$ cat src/rtl/cprv_pkg.sv
// Shared constants and the write-back request type for the cprv64g core.
// Used by cprv_writeback and cprv_wb_scoreboard.
package cprv_pkg;

    localparam int CPRV_XLEN      = 64;
    localparam int CPRV_REGADDR_W = 5;

    // One register-file write: destination and value.
    typedef struct packed {
        logic [CPRV_REGADDR_W-1:0] rd;
        logic [CPRV_XLEN-1:0]      data;
    } wb_req_t;

endpackage

$ cat src/rtl/cprv_wb_scoreboard.sv
// Pending-write scoreboard: one busy flag per architectural register,
// set on long-latency issue and cleared when that result is accepted.
module cprv_wb_scoreboard
    import cprv_pkg::*;
#(
    parameter int REGADDR_WIDTH = CPRV_REGADDR_W
) (
    input  logic                          clk,
    input  logic                          rst_n,
    input  logic                          set_en,
    input  logic [REGADDR_WIDTH-1:0]      set_rd,
    input  logic                          clr_en,
    input  logic [REGADDR_WIDTH-1:0]      clr_rd,
    output logic [(1<<REGADDR_WIDTH)-1:0] busy
);

    logic [(1<<REGADDR_WIDTH)-1:0] busy_nxt;

    // Set is applied after clear so a same-cycle issue to the retiring register wins.
    always_comb begin
        busy_nxt = busy;
        if (clr_en) busy_nxt[clr_rd] = 1'b0;
        if (set_en) busy_nxt[set_rd] = 1'b1;
        busy_nxt[0] = 1'b0;
    end

    always_ff @(posedge clk or negedge rst_n) begin
        if (!rst_n) busy <= '0;
        else        busy <= busy_nxt;
    end

endmodule

$ cat src/rtl/cprv_writeback.sv
// cprv64g write-back stage: arbitrates ALU and long-latency results onto the
// single register-file write port. Optional operand forwarding: CPRV_WB_FWD_EN.
module cprv_writeback
    import cprv_pkg::*;
#(
    parameter int DATA_WIDTH    = CPRV_XLEN,
    parameter int REGADDR_WIDTH = CPRV_REGADDR_W
) (
    input  logic                          clk,
    input  logic                          rst_n,
    input  logic                          alu_valid,
    output logic                          alu_ready,
    input  logic [REGADDR_WIDTH-1:0]      alu_rd,
    input  logic [DATA_WIDTH-1:0]         alu_data,
    input  logic                          lsu_valid,
    output logic                          lsu_ready,
    input  logic [REGADDR_WIDTH-1:0]      lsu_rd,
    input  logic [DATA_WIDTH-1:0]         lsu_data,
    input  logic                          iss_valid,
    input  logic [REGADDR_WIDTH-1:0]      iss_rd,
`ifdef CPRV_WB_FWD_EN
    input  logic [REGADDR_WIDTH-1:0]      rs1_addr,
    input  logic [REGADDR_WIDTH-1:0]      rs2_addr,
    input  logic [DATA_WIDTH-1:0]         rs1_rf,
    input  logic [DATA_WIDTH-1:0]         rs2_rf,
    output logic [DATA_WIDTH-1:0]         rs1_val,
    output logic [DATA_WIDTH-1:0]         rs2_val,
`endif
    output logic [(1<<REGADDR_WIDTH)-1:0] busy,
    output logic                          wb_en,
    output logic [REGADDR_WIDTH-1:0]      wb_addr,
    output logic [DATA_WIDTH-1:0]         wb_data
);

    wb_req_t alu_req, lsu_req, hold, sel;
    logic    hold_full, sel_vld, capture, src_ready;

    assign alu_req   = '{rd: alu_rd, data: alu_data};
    assign lsu_req   = '{rd: lsu_rd, data: lsu_data};
    assign src_ready = !hold_full && rst_n;
    assign alu_ready = src_ready;
    assign lsu_ready = src_ready;

    // A collision parks the ALU result; the lsu result goes out first.
    assign capture = !hold_full && lsu_valid && alu_valid;

    always_comb begin
        sel_vld = 1'b0;
        sel     = alu_req;
        if (hold_full) begin
            sel_vld = 1'b1;
            sel     = hold;
        end else if (lsu_valid) begin
            sel_vld = 1'b1;
            sel     = lsu_req;
        end else if (alu_valid) begin
            sel_vld = 1'b1;
            sel     = alu_req;
        end
    end

    // Write-port register stage; x0 results are consumed without a write strobe.
    always_ff @(posedge clk or negedge rst_n) begin
        if (!rst_n) begin
            hold_full <= 1'b0;
            wb_en     <= 1'b0;
            wb_addr   <= '0;
            wb_data   <= '0;
        end else begin
            hold_full <= capture;
            wb_en     <= sel_vld && (sel.rd != '0);
            if (sel_vld) begin
                wb_addr <= sel.rd;
                wb_data <= sel.data;
            end
        end
    end

    // Hold payload is only meaningful while hold_full is set.
    always_ff @(posedge clk) begin
        if (capture) hold <= alu_req;
    end

    cprv_wb_scoreboard #(
        .REGADDR_WIDTH (REGADDR_WIDTH)
    ) u_scoreboard (
        .clk    (clk),
        .rst_n  (rst_n),
        .set_en (iss_valid),
        .set_rd (iss_rd),
        .clr_en (lsu_valid && lsu_ready),
        .clr_rd (lsu_rd),
        .busy   (busy)
    );

`ifdef CPRV_WB_FWD_EN
    assign rs1_val = (wb_en && wb_addr == rs1_addr && rs1_addr != '0) ? wb_data : rs1_rf;
    assign rs2_val = (wb_en && wb_addr == rs2_addr && rs2_addr != '0) ? wb_data : rs2_rf;
`else
    // No bypass: decode stalls one extra cycle on a pending write-back.
`endif

endmodule

$ cat config.mk
export PLATFORM = sky130hd
export DESIGN_NAME = cprv_writeback
export DESIGN_NICKNAME = d
export VERILOG_FILES = /design/src/rtl/cprv_pkg.sv /design/src/rtl/cprv_wb_scoreboard.sv /design/src/rtl/cprv_writeback.sv
export SDC_FILE = /design/constraint.sdc
export NUM_CORES = 1
export LEC_CHECK = 0
export ABC_CLOCK_PERIOD_IN_PS = 3700
export BUFFER_PORTS_ARGS = -buffer_cell sky130_fd_sc_hd__clkbuf_2
export CAP_MARGIN = 20
export CORE_UTILIZATION = 42
export DETAILED_ROUTE_END_ITERATION = 8
export PLACE_DENSITY = 0.74
export SYNTH_ARGS = -nofsm -noshare
export SYNTH_HDL_FRONTEND = slang
export SYNTH_SLANG_ARGS = --single-unit
export TNS_END_PERCENT = 50
$ cat constraint.sdc
create_clock -name clk -period 3.7 [get_ports clk]
set_input_delay 0.74 -clock clk [delete_from_list [all_inputs] [get_ports clk]]
set_output_delay 0.74 -clock clk [all_outputs]
set_load 0.03 [all_outputs]
==> flow_summary.ini <==
[clock_network]
clk_path_buf_depth = 2
cts_resized = 0
postCtsHoldBufs = 0
h-tree-depth = 4
cts_setup_buffers = 0
numCtsBuffers = 17
clk_pin_slew_worst_paths_ns = 0.06
cts.sinks = 171
worstSkewPairLatency_ns = 0.42
clock-root-buffer = clkbuf_16
cts_tree = built

[synth]
ys_seq_area_frac = 0.641
syn_avg_cell_area_um2 = 10.9
synth_top_family_by_area = compound AO/OA/AOI/OAI gates
synthCells = 664
synth-simple-area-share = 0.101
synth_xor_area_frac = 0
syn_area_mm2 = 0.00721
syn_nets = 812
synth-adder-area-share = 0
synth_mux_area_frac = 0.0101
yosysUniqueCellTypes = 31
ys_warn_count = 0
ys_ff_latch = 171
synth_compound_area_frac = 0.211

[place]
place_ws_ns = 1.05
gp_congestion = 0.837
hpwl_um = 12500
io_buffer_count = 250

[sta]
fmax_ghz = 0.441
worst_slack_ns = 1.43
timing.final.crit_share = 0.613
fin_crit_ns = 2.27
clock_skew_ns = 0.0106
setup_viol = 0
rsz0062_at_grt = no
relSlewSlack = 0.277
finalHoldViolCount = 0
tightest_slew_ns = 1.09
setup_tns_ns = 0
whs_ns = 0.174
slew_violations = 0

[critical_path]
r2r_cells = 2
crit_start = hold_full
endpoint_kind = output pin
crit_fanout = 31
required_ns = 2.96
arrival_ns = 1.53
r2r_start = hold_full
path_class = flop to output pin
start_kind = flop

[global_route]
antenna_found_initial = 0
grt_pass1_wl_um = 29400
grt_pass1_vias = 5603
grt_max_degree = 114
overflow = 0
grt_usage = 0.214

[status]
status = finished clean

[power]
combPwrFrac = 0.202
p_sw_frac = 0.305
pwr-share-seq = 0.462
total_power_mw = 4.99
p_leak_nw = 3.95
p_int_mw = 3.47
clkPwrFrac = 0.337
powerDensity_mw_per_mm2 = 547
netSwitchingPower_mw = 1.52
irDropWorstVdd_mv = 0.349

[detailed_routing]
first_pass_iters = 5
vias = 5942
drc_errors = 0
antenna_left = 0
wire_per_inst_um = 16.9
via_per_inst = 5.31
drt_wl_total_um = 18800
drt_iter0_markers = 360

[floorplanning]
ios = 252
dieArea_mm2 = 0.0177
coreArea_mm2 = 0.0167
die_x_um = 133
initial_core_util = 0.432
die_height_um = 133
rows = 47

[finish]
nets = 1033
layout_commonest_cell = clkbuf_2
final_cell_mix = clkbuf_2, o21ai_0, dfrtp_1
final_layout_size_suffix_gt1_frac = 0.329
antenna_cells = 0
post-route-util = 0.546
syn2layout_area_growth_pct = 26.5

[hold_path]
hold_path_class = input pin to async pin

[run]
drv_cap = 0
==> cells by family (layout without fill, tap and decap cells) <==
family          Yosys count  in the layout
other cells               1              1
compound gates          264            264
mux                       7              7
simple gates            166            166
flops                   171            171
buf+inv                  55            289
==> synth_stat cells, drive strengths merged <==
master / count / share of area
a31oi: 1 / 0.00087
buf: 31 / 0.023
a2111oi: 1 / 0.0012
mux2i: 5 / 0.0069
dfrtp: 102 / 0.35
and2: 1 / 0.00087
a21oi: 67 / 0.047
o41ai: 6 / 0.0094
nand3b: 9 / 0.011
conb: 1 / 0.00052
a22oi: 64 / 0.067
nor3: 1 / 0.0023
or3: 1 / 0.00087
mux2: 2 / 0.0031
o21ai: 125 / 0.087
clkbuf: 24 / 0.013
nor2b: 2 / 0.0017
or3b: 6 / 0.0073
nand2: 72 / 0.037
nand4: 1 / 0.00087
edfxtp: 69 / 0.29
nand3: 3 / 0.0021
nor2: 70 / 0.036
==> power groups by stage <==
stage                     combinational [mW]  clock [mW]  sequential (mW)
after floorplan                        0.288           0             2.67
after global placement                 0.995           0             2.34
after detailed placement                1.01           0             2.34
after CTS                               1.02        1.72             2.30
after global routing                    1.09        1.79             2.32
final                                   1.01        1.68             2.30
==> worst max-delay path, stage by stage, from the launching register on <==
cell	delay, ns
dfrtp_4	0.63
nor2b_1	0.24
clkbuf_2	0.25
==> area by class of cell <==
| class | count | area [um2] |
|---|---|---|
| Timing Repair Buffer | 257 | 1330 |
| Fill cell | 1463 | 7580 |
| Multi-Input combinational cell | 438 | 2330 |
| Clock inverter | 6 | 62.6 |
| Tap cell | 220 | 275 |
| Clock buffer | 26 | 489 |
| Sequential cell | 171 | 4630 |
==> flip-flops by register name (all words and copies together), names as in the netlist <==
register and count:
u_scoreboard.busy 31, wb_addr 5, hold 69, hold_full 1
wb_data 64, wb_en 1
==> path summary, 6_finish.rpt <==
check / to / slack, ns
max: alu_ready / 1.43
min: wb_data[18] / 0.17
max reg2reg: hold[16] / 1.58
min reg2reg: wb_addr[2] / 0.49
max in group asynchronous: hold_full / 2.54
min in group clk: wb_addr[2] / 0.49
==> stage by stage <==
stage,cell area [um2],cells
2_1_floorplan,7210,664
3_3_place_gp,8570,1086
3_5_place_dp,8570,1086
4_1_cts,9120,1118
5_1_grt,9120,1118
6_report,9120,1118
==> routing by layer <==
layer	wire length [um]	global-route usage	up-vias
met5	0	0	-
met4	197	0.0594	0
met3	1660	0.0559	17
met2	9090	0.347	254
met1	7900	0.282	2797
li1	-	-	2874
Note: power is estimated with default switching activity, not from simulation.
